[src/rtl/mc_pkg.sv]
// Shared encodings for the multicycle MIPS-style controller: states, opcodes,
// datapath mux selects and the packed control word produced per state.
package mc_pkg;

    typedef enum logic [3:0] {
        S_RESET     = 4'd0,
        S_FETCH     = 4'd1,
        S_DECODE    = 4'd2,
        S_MEM_ADDR  = 4'd3,
        S_MEM_READ  = 4'd4,
        S_MEM_WB    = 4'd5,
        S_MEM_WRITE = 4'd6,
        S_EXECUTE   = 4'd7,
        S_R_WB      = 4'd8,
        S_BRANCH    = 4'd9,
        S_JUMP      = 4'd10,
        S_ADDI_EX   = 4'd11,
        S_ADDI_WB   = 4'd12
    } state_t;

    localparam logic [5:0] OP_RTYPE = 6'b000000;
    localparam logic [5:0] OP_LW    = 6'b100011;
    localparam logic [5:0] OP_SW    = 6'b101011;
    localparam logic [5:0] OP_BEQ   = 6'b000100;
    localparam logic [5:0] OP_J     = 6'b000010;
    localparam logic [5:0] OP_ADDI  = 6'b001000;

    localparam logic [1:0] ALUOP_ADD   = 2'b00;
    localparam logic [1:0] ALUOP_SUB   = 2'b01;
    localparam logic [1:0] ALUOP_FUNCT = 2'b10;

    localparam logic [1:0] SRCB_REG       = 2'b00;
    localparam logic [1:0] SRCB_FOUR      = 2'b01;
    localparam logic [1:0] SRCB_IMM       = 2'b10;
    localparam logic [1:0] SRCB_IMM_SHIFT = 2'b11;

    localparam logic [1:0] PCSRC_ALU    = 2'b00;
    localparam logic [1:0] PCSRC_ALUOUT = 2'b01;
    localparam logic [1:0] PCSRC_JUMP   = 2'b10;

    // ir_write and pc_write_ready are only honoured while MemReady is high.
    typedef struct packed {
        logic       iord;
        logic       mem_read;
        logic       mem_write;
        logic       ir_write;
        logic       mem_to_reg;
        logic       reg_dst;
        logic       reg_write;
        logic       alu_src_a;
        logic [1:0] alu_src_b;
        logic [1:0] alu_op;
        logic [1:0] pc_source;
        logic       pc_write_ready;
        logic       pc_write;
        logic       pc_write_cond;
    } ctrl_t;

    localparam int CTRL_W = $bits(ctrl_t);

endpackage

[src/rtl/mc_output_decode.sv]
// Pure combinational map from controller state to its raw control word.
module mc_output_decode
    import mc_pkg::*;
(
    input  logic [3:0]        state,
    output logic [CTRL_W-1:0] ctrl_word
);

    ctrl_t ctrl;

    always_comb begin
        ctrl = '0;
        case (state_t'(state))
            S_FETCH: begin
                ctrl.mem_read       = 1'b1;
                ctrl.alu_src_b      = SRCB_FOUR;
                ctrl.alu_op         = ALUOP_ADD;
                ctrl.pc_source      = PCSRC_ALU;
                ctrl.ir_write       = 1'b1;
                ctrl.pc_write_ready = 1'b1;
            end
            S_DECODE: begin
                ctrl.alu_src_b = SRCB_IMM_SHIFT;
                ctrl.alu_op    = ALUOP_ADD;
            end
            S_MEM_ADDR, S_ADDI_EX: begin
                ctrl.alu_src_a = 1'b1;
                ctrl.alu_src_b = SRCB_IMM;
                ctrl.alu_op    = ALUOP_ADD;
            end
            S_MEM_READ: begin
                ctrl.mem_read = 1'b1;
                ctrl.iord     = 1'b1;
            end
            S_MEM_WRITE: begin
                ctrl.mem_write = 1'b1;
                ctrl.iord      = 1'b1;
            end
            S_MEM_WB: begin
                ctrl.reg_write  = 1'b1;
                ctrl.mem_to_reg = 1'b1;
            end
            S_EXECUTE: begin
                ctrl.alu_src_a = 1'b1;
                ctrl.alu_src_b = SRCB_REG;
                ctrl.alu_op    = ALUOP_FUNCT;
            end
            S_R_WB: begin
                ctrl.reg_write = 1'b1;
                ctrl.reg_dst   = 1'b1;
            end
            S_ADDI_WB: begin
                ctrl.reg_write = 1'b1;
            end
            S_BRANCH: begin
                ctrl.alu_src_a     = 1'b1;
                ctrl.alu_src_b     = SRCB_REG;
                ctrl.alu_op        = ALUOP_SUB;
                ctrl.pc_source     = PCSRC_ALUOUT;
                ctrl.pc_write_cond = 1'b1;
            end
            S_JUMP: begin
                ctrl.pc_source = PCSRC_JUMP;
                ctrl.pc_write  = 1'b1;
            end
            default: ctrl = '0;
        endcase
    end

    assign ctrl_word = ctrl;

endmodule

[src/rtl/multicycle_controller.sv]
// Multicycle controller: state register, next-state logic, memory-wait gating,
// PC enable and the sticky illegal-opcode flag.
module multicycle_controller
    import mc_pkg::*;
(
    input  logic       Clk,
    input  logic       Rst,
    input  logic [5:0] Opcode,
    input  logic       Zero,
    input  logic       MemReady,
    output logic       IorD,
    output logic       MemRead,
    output logic       MemWrite,
    output logic       IRWrite,
    output logic       MemtoReg,
    output logic       RegDst,
    output logic       RegWrite,
    output logic       ALUSrcA,
    output logic       PCEn,
    output logic [1:0] ALUSrcB,
    output logic [1:0] ALUOp,
    output logic [1:0] PCSource,
    output logic [3:0] State,
    output logic       IllegalOp
);

    state_t             state_q, state_d;
    logic               illegal_q, illegal_d;
    logic [CTRL_W-1:0]  ctrl_word;
    ctrl_t              ctrl;

    always_ff @(posedge Clk or posedge Rst) begin
        if (Rst) begin
            state_q   <= S_RESET;
            illegal_q <= 1'b0;
        end else begin
            state_q   <= state_d;
            illegal_q <= illegal_d;
        end
    end

    always_comb begin
        state_d   = state_q;
        illegal_d = illegal_q;
        case (state_q)
            S_RESET:     state_d = S_FETCH;
            S_FETCH:     if (MemReady) state_d = S_DECODE;
            S_DECODE: begin
                case (Opcode)
                    OP_RTYPE:     state_d = S_EXECUTE;
                    OP_LW, OP_SW: state_d = S_MEM_ADDR;
                    OP_BEQ:       state_d = S_BRANCH;
                    OP_J:         state_d = S_JUMP;
                    OP_ADDI:      state_d = S_ADDI_EX;
                    default: begin
                        state_d   = S_FETCH;
                        illegal_d = 1'b1;
                    end
                endcase
            end
            // Opcode can only be lw/sw here unless the IR changed underneath us.
            S_MEM_ADDR: begin
                if (Opcode == OP_LW)      state_d = S_MEM_READ;
                else if (Opcode == OP_SW) state_d = S_MEM_WRITE;
                else                      state_d = S_FETCH;
            end
            S_MEM_READ:  if (MemReady) state_d = S_MEM_WB;
            S_MEM_WRITE: if (MemReady) state_d = S_FETCH;
            S_EXECUTE:   state_d = S_R_WB;
            S_ADDI_EX:   state_d = S_ADDI_WB;
            S_MEM_WB, S_R_WB, S_ADDI_WB, S_BRANCH, S_JUMP: state_d = S_FETCH;
            default:     state_d = S_RESET;
        endcase
    end

    mc_output_decode u_decode (
        .state     (state_q),
        .ctrl_word (ctrl_word)
    );

    always_comb begin
        ctrl      = ctrl_t'(ctrl_word);
        IorD      = ctrl.iord;
        MemRead   = ctrl.mem_read;
        MemWrite  = ctrl.mem_write;
        IRWrite   = ctrl.ir_write & MemReady;
        MemtoReg  = ctrl.mem_to_reg;
        RegDst    = ctrl.reg_dst;
        RegWrite  = ctrl.reg_write;
        ALUSrcA   = ctrl.alu_src_a;
        ALUSrcB   = ctrl.alu_src_b;
        ALUOp     = ctrl.alu_op;
        PCSource  = ctrl.pc_source;
        PCEn      = (ctrl.pc_write_ready & MemReady) | ctrl.pc_write
                  | (ctrl.pc_write_cond & Zero);
        State     = state_q;
        IllegalOp = illegal_q;
    end

endmodule

[config.mk]
export PLATFORM = sky130hd
export DESIGN_NAME = multicycle_controller
export DESIGN_NICKNAME = d
export VERILOG_FILES = /design/src/rtl/mc_pkg.sv /design/src/rtl/mc_output_decode.sv /design/src/rtl/multicycle_controller.sv
export SDC_FILE = /design/constraint.sdc
export NUM_CORES = 1
export LEC_CHECK = 0
export CORE_AREA = 2 2 46 48
export CTS_CLUSTER_DIAMETER = 50
export CTS_CLUSTER_SIZE = 12
export DETAILED_ROUTE_END_ITERATION = 10
export DIE_AREA = 0 0 48 50
export GPL_TIMING_DRIVEN = 0
export HOLD_SLACK_MARGIN = 0.15
export PLACE_DENSITY_LB_ADDON = 0.05
export SYNTH_ARGS = -nofsm -noshare
export SYNTH_HDL_FRONTEND = slang
export SYNTH_HIERARCHICAL = 1
export SYNTH_SLANG_ARGS = --single-unit
[constraint.sdc]
create_clock -name Clk -period 1.4 [get_ports Clk]
set_input_delay 0.28 -clock Clk [delete_from_list [all_inputs] [get_ports Clk]]
set_output_delay 0.28 -clock Clk [all_outputs]
set_load 0.005 [all_outputs]
==> flow_summary.ini <==
[timing]
rsz0062_at_grt = true
fin_crit_sh_pct = 117
clock_skew_ns = 0.00273
finalHoldViolations = 0
relSlewSlack_pct = 80.3
finalSetupViolations = 19
fmax_mhz = 612
worst_slew_pin_slew_ns = 0.293
min_period_ns = 1.63
drv_slew = 0
setup_ws_ns = -0.233
tns_ns = -2.27

[outcome]
outcome = finished, violations left
violations = setup timing

[routing]
num_vias = 865
dr.pass1.iters = 4
avgRoutedWirePerCell_um = 12.2
drc = 0
ant_nets = 0
routed_wl_um = 2100
vias_per_cell = 5.03
drtIter0Drc = 11

[global_routing]
track_usage_pct = 17.1
antenna_found_initial = 0
grt_max_degree = 11
grt_pass1_wl_um = 3080
grt_pass1_vias = 751
gr-total-overflow = 0

[placed_design]
dpl.cell_count = 141
gp_congestion = 0.856
portBuffers = 28
detailedPlace.worstSlack_ns = -0.568
placed_cell_area_sq_um = 935
hpwlAfterDp_um = 1230

[layout]
utilization_pct = 67.2
drive_above_1_share_pct = 53.8
final_cell_count_no_fill = 172
n_antenna_cell = 0
layout_commonest_cell = buf_6
register_area_sq_um = 130
finalInstanceArea_sq_um = 1280
n_fill_cell = 162
multi_input_comb_area_sq_um = 519
area_delta_synth_final_pct = 106
final_cell_mix = 26 x buf_6, 14 x buf_2, 10 x buf_4, 10 x nor2_1, 9 x clkdlybuf4s50_1
final_nets = 156

[critical_path]
critical_path.cell_chain = buf_6, nand2b_4, nor3_4, a221o_1, buf_2
start_kind = register
max_stage_delay_ns = 0.40
worst-setup-path-type = reg -> out
cp.required_ns = 1.12
worstPathMaxFanout = 6
worst_path_max_delay_cell = dfrtp_2
endpoint_kind = primary output
crit_arrival_ns = 1.35

[yosys]
synthDominantCellAreaShare_pct = 20.2
yosys_most_used_dff = dfrtp_1
synthCells = 86
syn_area_sq_um = 619
postSynthNetCount = 96
synth_cell_types = 36
synth-edff-count = 0
yosysSeqAreaShare_pct = 20.2
async_reset_ff_share_pct = 100
synth_top_cell_by_area = dfrtp_1
synth_area_leaders = dfrtp_1 20%, nor2_1 8.5%, a21oi_1 5.7%
synth.avg_cell_area_sq_um = 7.20
ys_seq_elements = 5
ys_warn_count = 6

[clock_tree]
clkTransAtPathRegs_ns = 0.05
cts.sinks = 5
root_buffer = clkbuf_4
htree_num_levels = 1
cts_buffers = 3
cts_tree = done
clkLatencyLatePin_ns = 0.24
cts_hold_repair.buffers = 0
cts_buffer_depth = 2

[job]
maxCapViolations = 0

[die]
dieWidth_um = 48
die-area_sq_um = 2400
start_util_pct = 32.6
io_pins = 30
die_h_um = 50
coreArea_sq_um = 1900
std_cell_rows = 16

[worst_hold_path]
hold_class = in -> async

[power_and_ir_drop]
p_per_area_nw_per_um2 = 1140
vdd_drop_max_mv = 0.595
p_leak_uw = 0.000569
==> critical path: cells and delay by family (launching register included) <==
kind | cells | cell delay [ns]
buf+inv | 2 | 0.25
compound gates | 1 | 0.30
flops | 1 | 0.40
simple gates | 2 | 0.15
==> cells in the mapped netlist (2+ instances only) <==
cell type  count
nor2_1        14
a21oi_1        7
nand2_1        7
nor3_1         7
dfrtp_1        5
nand2b_1       4
a31oi_1        3
buf_4          3
inv_1          3
o21ai_0        3
buf_2          2
buf_6          2
nand2b_4       2
xnor2_1        2
==> layout make-up <==
| class | instances | share of cell area, % |
|---|---|---|
| multi-input cells | 71 | 40.6 |
| repair buffers | 56 | 38.9 |
| flip-flops and latches | 5 | 10.2 |
| well taps | 27 | 2.64 |
| clock buffers | 4 | 2.06 |
| inverters | 3 | 0.881 |
| plain buffers | 6 | 4.70 |
==> state kept, by name, indices dropped and copies added (netlist names) <==
name,cells
State,4
IllegalOp,1
==> cells by family after synthesis <==
family          count (synthesis)  share of synthesized area, %
buf+inv                        10                          10.7
compound gates                 26                          29.1
xor+xnor                        3                          4.24
flops                           5                          20.2
simple gates                   42                          35.8
==> metrics by stage <==
| step | power [uW] | hold WS, ns |
|---|---|---|
| 5_1_grt | 1560 | 0.266 |
| 2_1_floorplan | 668 | 0.0585 |
| 6_report | 1460 | 0.224 |
| 4_1_cts | 1350 | 0.232 |
| 3_5_place_dp | 984 | 0.463 |
| 3_3_place_gp | 982 | 0.469 |
==> routing by layer <==
| layer | GRT usage [%] | vias to the layer above | wire length [um] |
|---|---|---|---|
| li1 | - | 426 | - |
| met1 | 18.9 | 405 | 826 |
| met2 | 32.2 | 32 | 1160 |
| met3 | 2.20 | 2 | 101 |
| met4 | 4.05 | 0 | 13 |
| met5 | 0 | - | 0 |
==> worst paths after layout <==
kind / from / end / slack, ns / cells after the start
max: State[0] / PCEn / -0.23 / 5
min: Rst / State[3] / 0.22 / 2
max reg2reg: State[2] / State[2] / -0.09 / 6
min reg2reg: IllegalOp / IllegalOp / 0.47 / 1
max in group asynchronous: Rst / State[2] / 1.00 / 2
min in group Clk: Opcode[3] / State[1] / 0.37 / 3
==> power breakdown <==
group          switching (uW)  total (uW)  internal (uW)
Clock                    66.2         174            108
Sequential               27.6         213            185
Combinational             475        1070            594
Total                     569        1460            888
==> repair_timing <==
action / 4_1_cts / 5_1_grt
hold endpoints to repair: 0 / 0
gates cloned: 0 / 1
pin swaps: 10 / 14
buffers inserted: 22 / 9
gates resized for setup: 107 / 22
endpoints found under the setup margin: 20 / 22
Note: power is estimated with default switching activity, not from simulation.
